===== config.mk =====
export PLATFORM = sky130hd
export DESIGN_NAME = hms_timekeeper
export DESIGN_NICKNAME = d
export VERILOG_FILES = /design/src/rtl/hms_timekeeper.sv
export SDC_FILE = /design/constraint.sdc
export NUM_CORES = 1
export LEC_CHECK = 0
export CORE_MARGIN = 1
export CORE_UTILIZATION = 23
export DETAILED_ROUTE_END_ITERATION = 8
export HOLD_SLACK_MARGIN = 0.03
export MAX_ROUTING_LAYER = met4
export PLACE_DENSITY = 0.46
export SLEW_MARGIN = 20
export SYNTH_ARGS = -nofsm -noshare
export SYNTH_HDL_FRONTEND = slang
export SYNTH_SLANG_ARGS = --single-unit

===== constraint.sdc =====
create_clock -name clk -period 3.75 [get_ports clk]
set_input_delay 0.5625 -clock clk [delete_from_list [all_inputs] [get_ports clk]]
set_output_delay 0.5625 -clock clk [all_outputs]
set_load 0.01 [all_outputs]

===== src/rtl/hms_timekeeper.sv =====
// hms_timekeeper: BCD hours/minutes/seconds clock with a button-driven set mode
module hms_timekeeper #(
    parameter int INIT_HOUR = 0,
    parameter int INIT_MIN  = 0,
    parameter int INIT_SEC  = 0
) (
    input  logic       clk,
    input  logic       rst_n,
    input  logic       sec_tick,
    input  logic       mode_btn,
    input  logic       inc_btn,
    output logic [7:0] hour_bcd,
    output logic [7:0] min_bcd,
    output logic [7:0] sec_bcd,
    output logic [1:0] set_field,
    output logic       day_pulse
);
    typedef enum logic [1:0] {RUN = 2'b00, SET_HOUR = 2'b01, SET_MIN = 2'b10, SET_SEC = 2'b11} state_t;

    localparam logic [7:0] INIT_H = 8'(((INIT_HOUR / 10) << 4) | (INIT_HOUR % 10));
    localparam logic [7:0] INIT_M = 8'(((INIT_MIN / 10) << 4) | (INIT_MIN % 10));
    localparam logic [7:0] INIT_S = 8'(((INIT_SEC / 10) << 4) | (INIT_SEC % 10));

    state_t     state, next_state;
    logic [7:0] hour_nx, min_nx, sec_nx;
    logic       day_nx;

    function automatic logic [7:0] inc60(input logic [7:0] v);
        return (v[3:0] == 4'd9) ? ((v[7:4] == 4'd5) ? 8'h00 : {v[7:4] + 4'd1, 4'd0})
                                : {v[7:4], v[3:0] + 4'd1};
    endfunction

    function automatic logic [7:0] inc24(input logic [7:0] v);
        return (v == 8'h23) ? 8'h00
             : (v[3:0] == 4'd9) ? {v[7:4] + 4'd1, 4'd0} : {v[7:4], v[3:0] + 4'd1};
    endfunction

    assign set_field = state;

    // Next state and next time: ticks ripple in RUN, inc_btn edits one field in set states
    always_comb begin
        next_state = mode_btn ? state_t'(state + 2'd1) : state;
        hour_nx    = hour_bcd;
        min_nx     = min_bcd;
        sec_nx     = sec_bcd;
        day_nx     = 1'b0;
        if (state == RUN && sec_tick) begin
            sec_nx = inc60(sec_bcd);
            if (sec_bcd == 8'h59) begin
                min_nx = inc60(min_bcd);
                if (min_bcd == 8'h59) begin
                    hour_nx = inc24(hour_bcd);
                    day_nx  = (hour_bcd == 8'h23);
                end
            end
        end else if (state != RUN && inc_btn && !mode_btn) begin
            hour_nx = (state == SET_HOUR) ? inc24(hour_bcd) : hour_bcd;
            min_nx  = (state == SET_MIN)  ? inc60(min_bcd)  : min_bcd;
            sec_nx  = (state == SET_SEC)  ? 8'h00           : sec_bcd;
        end
    end

    // State and time registers with synchronous active-low reset to the INIT values
    always_ff @(posedge clk) begin
        if (!rst_n) begin
            state     <= RUN;
            hour_bcd  <= INIT_H;
            min_bcd   <= INIT_M;
            sec_bcd   <= INIT_S;
            day_pulse <= 1'b0;
        end else begin
            state     <= next_state;
            hour_bcd  <= hour_nx;
            min_bcd   <= min_nx;
            sec_bcd   <= sec_nx;
            day_pulse <= day_nx;
        end
    end
endmodule


==> run_results.csv <==
group,metric,value,unit
status,status,"complete, no violations",
global_routing,antenna_found_initial,0,
timing,fin_skew,0.00899,ns
worst_setup_path,required,3.95,ns
die,fp-row-count,28,
final_layout,final_util,31.6,%
die,floorplan.core_area,6030,um^2
timing,setup_tns,0,ns
routing,dr.pass1.iters,4,
timing,report.final.slew_viol_count,0,
timing,setup_viol,0,
yosys,synth_cell_types,38,
timing,tightestPinTransition,0.686,ns
clock_network,clk_pin_slew,0.10,ns
worst_setup_path,critPathKind,"in -> reg",
routing,drc,0,
timing,final_hold_viol_count,0,
clock_network,numClockSinks,27,
yosys,yosysWarnings,0,
yosys,yosysTopAreaCellShare,36.9,%
power,power.total,0.521,mW
final_layout,syn_to_final_growth,30.1,%
clock_network,h-tree-depth,1,
timing,min_period_over_period,60.7,%
die,die_x,81.8,um
final_layout,layout-drive-gt1-share,3.41,%
clock_network,cts_made_buffers,3,
global_routing,grt_pass1_vias,1178,
final_layout,n_antenna_cell,0,
die,die_area,6690,um^2
routing,wl,3.36,mm
timing,relSlewSlack,54.2,%
power,p_per_area,273,nW/um^2
flow_run,cap_violations,0,
yosys,async_flop_share,0,%
routing,routed_via_density,4.64,
place,dpl.cell_count,276,
global_routing,grt_use_total,10.9,%
worst_setup_path,cp_slowest_cell,"or4_1",
worst_setup_path,crit_family,"simple AND/OR/NAND/NOR gates",
place,dp_hpwl,2.44,mm
clock_network,worstSkewPairLatency,0.27,ns
worst_setup_path,slowest_delay,0.50,ns
yosys,avgSynthCellArea,8.47,um^2
yosys,synth_cells,173,
final_layout,final_cell_mix,"clkdlybuf4s50_1 (31), dfxtp_1 (27), nor2_1 (22)",
timing,rsz0062_at_grt,"false",
timing,post-route-min-period,2.28,ns
clock_network,cts_setup_buffers,0,
worst_setup_path,cp_max_fo,8,
yosys,ys_seq_area_share,36.9,%
clock_network,hold_buffers,0,
power,leakagePower,0.672,nW
global_routing,grt_max_degree,22,
routing,final_antenna_net_count,0,
yosys,synth_nets,190,
place,port-buffer-count,31,
routing,wl_per_cell,12.0,um
worst_setup_path,start_kind,"input port",
clock_network,tritoncts,"done",
final_layout,fin_cells,280,
clock_network,cts.repair.resized,0,
worst_setup_path,end_kind,"flop",
final_layout,fillers,650,
yosys,syn_area,1470,um^2
timing,clock.fmax,439,MHz
final_layout,final_common_cell,"clkdlybuf4s50_1",
yosys,ys_seq_elements,27,
yosys,ys.flop_type,"dfxtp_1",
worst_setup_path,worstPathCellList,"clkdlybuf4s50_1, and2_0, nand3_1, o21a_4, or4_1, a31oi_1",
worst_setup_path,crit_arrival,2.47,ns
clock_network,clockBufferDepth,2,
power,peakVddDrop,0.131,mV
global_routing,grt_pass1_wl,5.56,mm
die,initial_utilization,24.3,%
routing,drt_iter0_drc,45,
global_routing,overflow,0,
die,die-height,81.8,um
yosys,synthTopCellsByArea,"dfxtp_1 (37%), ha_1 (10%), nor2_1 (5.6%)",
die,boundaryPins,32,
place,gp_congestion,0.727,
yosys,yosysTopAreaCell,"dfxtp_1",
routing,vias,1300,
clock_network,cts_root_buffer,"clkbuf_8",
final_layout,nets,223,
timing,timing.hold.ws,0.496,ns
yosys,synth_edf_count,0,
worst_setup_path,worst-path-buf-inv,1,
worst_hold_path,holdCritPathClass,"reg -> reg",
state kept, by name, indices dropped and copies added (netlist names):
signal	count
day_pulse	1
hour_bcd	8
min_bcd	8
sec_bcd	8
set_field	2
final timing paths:
check | startpoint | end | slack (ns) | cells after the start
setup / recovery | sec_tick | hour_bcd[7] | 1.47 | 6
hold / removal | sec_bcd[3] | sec_bcd[3] | 0.50 | 1
setup reg to reg | set_field[0] | hour_bcd[7] | 1.57 | 7
hold reg to reg | sec_bcd[3] | sec_bcd[3] | 0.50 | 1
routing by layer:
metal	vias up	GRT usage, %	part of all wire, %
li1	676	-	-
met1	603	14.9	51
met2	19	16.6	45
met3	2	1.67	3.1
met4	0	2.63	0.45
met5	-	-	0
layout make-up:
cell class              instances  area, um^2  share of cell area [%]
inverters                      10        37.5                    1.97
well taps                      75        93.8                    4.92
clock buffers                   4        45.0                    2.36
flip-flops and latches         27         541                    28.3
repair buffers                 32         318                    16.7
multi-input cells             132         872                    45.7
metrics by stage:
| stage | setup WS [ns] | instance area (um^2) |
|---|---|---|
| 2_1_floorplan | 1.72 | 1470 |
| 3_3_place_gp | 1.21 | 1860 |
| 3_5_place_dp | 1.19 | 1860 |
| 4_1_cts | 1.47 | 1910 |
| 5_1_grt | 1.39 | 1910 |
| 6_report | 1.47 | 1910 |
kinds of logic after synthesis:
kind of cell	synth area share (%)
DFF	36.9
and+or+nand+nor	29.0
AOI/OAI and AO/OA	15.8
xor gates and xnor gates	2.39
adders and majority gates	10.2
muxes	2.05
buffers and inverters	3.59
cell usage after synthesis (2+ instances only):
cell and count:
nand3_1 9, nor2_1 22, o22ai_1 2, inv_1 10
o21ai_1 2, o32ai_1 2, nor3b_1 2, a21oi_1 14
o21ai_0 6, and2b_1 2, or3_1 2, and3b_1 3
or4_1 3, nand2_1 14, ha_1 12, mux2i_1 3
dfxtp_1 27, xnor2_1 3, a31oi_1 4, nand3b_1 5
clkbuf_1 3, nand2b_1 4, nor4_1 2, nor2b_1 3
report_power, final:
group          internal, mW  total, mW  switching (mW)
clock network        0.0761      0.170          0.0934
registers             0.291      0.298         0.00694
logic                0.0243     0.0536          0.0293
(Power assumes the default switching activity.)
==> variant: new RTL, same flow settings <==
Put one more register stage on the output `min_bcd`, without a reset. The value now appears one clock later. The other outputs are not delayed to match.
--- a/src/rtl/hms_timekeeper.sv
+++ b/src/rtl/hms_timekeeper.sv
@@ -21,6 +21,8 @@
     localparam logic [7:0] INIT_M = 8'(((INIT_MIN / 10) << 4) | (INIT_MIN % 10));
     localparam logic [7:0] INIT_S = 8'(((INIT_SEC / 10) << 4) | (INIT_SEC % 10));
 
+    logic [7:0] min_bcd_s0;
+
     state_t     state, next_state;
     logic [7:0] hour_nx, min_nx, sec_nx;
     logic       day_nx;
@@ -41,21 +43,21 @@
     always_comb begin
         next_state = mode_btn ? state_t'(state + 2'd1) : state;
         hour_nx    = hour_bcd;
-        min_nx     = min_bcd;
+        min_nx     = min_bcd_s0;
         sec_nx     = sec_bcd;
         day_nx     = 1'b0;
         if (state == RUN && sec_tick) begin
             sec_nx = inc60(sec_bcd);
             if (sec_bcd == 8'h59) begin
-                min_nx = inc60(min_bcd);
-                if (min_bcd == 8'h59) begin
+                min_nx = inc60(min_bcd_s0);
+                if (min_bcd_s0 == 8'h59) begin
                     hour_nx = inc24(hour_bcd);
                     day_nx  = (hour_bcd == 8'h23);
                 end
             end
         end else if (state != RUN && inc_btn && !mode_btn) begin
             hour_nx = (state == SET_HOUR) ? inc24(hour_bcd) : hour_bcd;
-            min_nx  = (state == SET_MIN)  ? inc60(min_bcd)  : min_bcd;
+            min_nx  = (state == SET_MIN)  ? inc60(min_bcd_s0)  : min_bcd_s0;
             sec_nx  = (state == SET_SEC)  ? 8'h00           : sec_bcd;
         end
     end
@@ -65,16 +67,20 @@
         if (!rst_n) begin
             state     <= RUN;
             hour_bcd  <= INIT_H;
-            min_bcd   <= INIT_M;
+            min_bcd_s0 <= INIT_M;
             sec_bcd   <= INIT_S;
             day_pulse <= 1'b0;
         end else begin
             state     <= next_state;
             hour_bcd  <= hour_nx;
-            min_bcd   <= min_nx;
+            min_bcd_s0 <= min_nx;
             sec_bcd   <= sec_nx;
             day_pulse <= day_nx;
         end
     end
+    always_ff @(posedge clk) begin
+        min_bcd <= min_bcd_s0;
+    end
+
 endmodule
 
Function: changed (Yosys sat finds a counterexample within 4 cycles, from zero or initial values and one cycle with rst_n low).
==> variant against the unedited design <==
First-iteration DRC count is 22% lower; largest power group unchanged; area after synthesis is 17% higher; cell count is 14% higher; sequential cell count is 8 higher; power is 42% higher; worst setup slack better by 380 ps; routed wire length is 10% higher; cell area is 17% higher; highest routed layer unchanged; core utilization is 0.96 points lower.
==> variant: results <==
set metrics [dict create \
    sw_frac_of_total_pct 22.9 \
    reg2reg_from "sec_bcd[5]$_SDFFE_PN0P_" \
    synth-adder-area-share_pct 8.73 \
    wl_met2_um 1560 \
    min_to "min_bcd[4]$_DFF_P_" \
    syn-num-nets 202 \
    clk_pin_slew_ps 70 \
    placed_cell_area_um2 2130 \
    slew_headroom_pct 65.7 \
    min_path_cells 0 \
    grt_pass1_vias 1275 \
    yosysSeqAreaShare_pct 40.8 \
    status "completed" \
    p_clk_uw 298 \
    synth-compound-area-share_pct 16.4 \
    cts_buffers 5 \
    drt-met1-wl_um 1880 \
    gp_congestion 0.748 \
    grt_max_degree 16 \
    cp-startpoint "mode_btn" \
    synth_area_leaders "dfxtp_1 41%, ha_1 8.7%, a21oi_1 4.7%" \
    core.rowCount 31 \
    ys_top_cells_by_count "35 x dfxtp_1, 16 x a21oi_1, 16 x nor2_1" \
    synthMuxAreaShare_pct 0.582 \
    vias 1374 \
    use_met3_pct 2.80 \
    grt_pass1_wl_um 6130 \
    p_seq_share_pct 51.7 \
    total_leakage_power_uw 0.000813 \
]
variant: critical path, cell delays in order:
cell,delay [ps]
clkdlybuf4s50_1,500
nor3b_4,280
a32o_4,230
nand2_2,90
or3_1,320
a21boi_1,120
variant: metrics by stage:
step / std cells / power (uW) / util [%] / hold WS (ps)
after floorplan: 185 / 428 / - / 367
after global placement: 311 / 451 / 29.3 / 384
after detailed placement: 311 / 451 / 29.3 / 388
after CTS: 319 / 755 / 30.7 / 398
after global routing: 319 / 778 / 30.7 / 416
final: 319 / 740 / 30.7 / 394
variant: cells by family (layout without fill, tap and decap cells):
group,Yosys count,in the layout
DFF,35,35
xor gates and xnor gates,4,4
and+or+nand+nor,78,78
buffers and inverters,15,50
AOI/OAI and AO/OA,40,40
muxes,1,1
adders and majority gates,12,12
variant: layout make-up:
cell class                      instances  share of cell area, %
Multi-Input combinational cell        135                   42.5
Sequential cell                        35                   31.5
Timing Repair Buffer                   32                   14.3
Tap cell                               99                   5.56
Clock buffer                            8                   4.50
Inverter                               10                   1.69
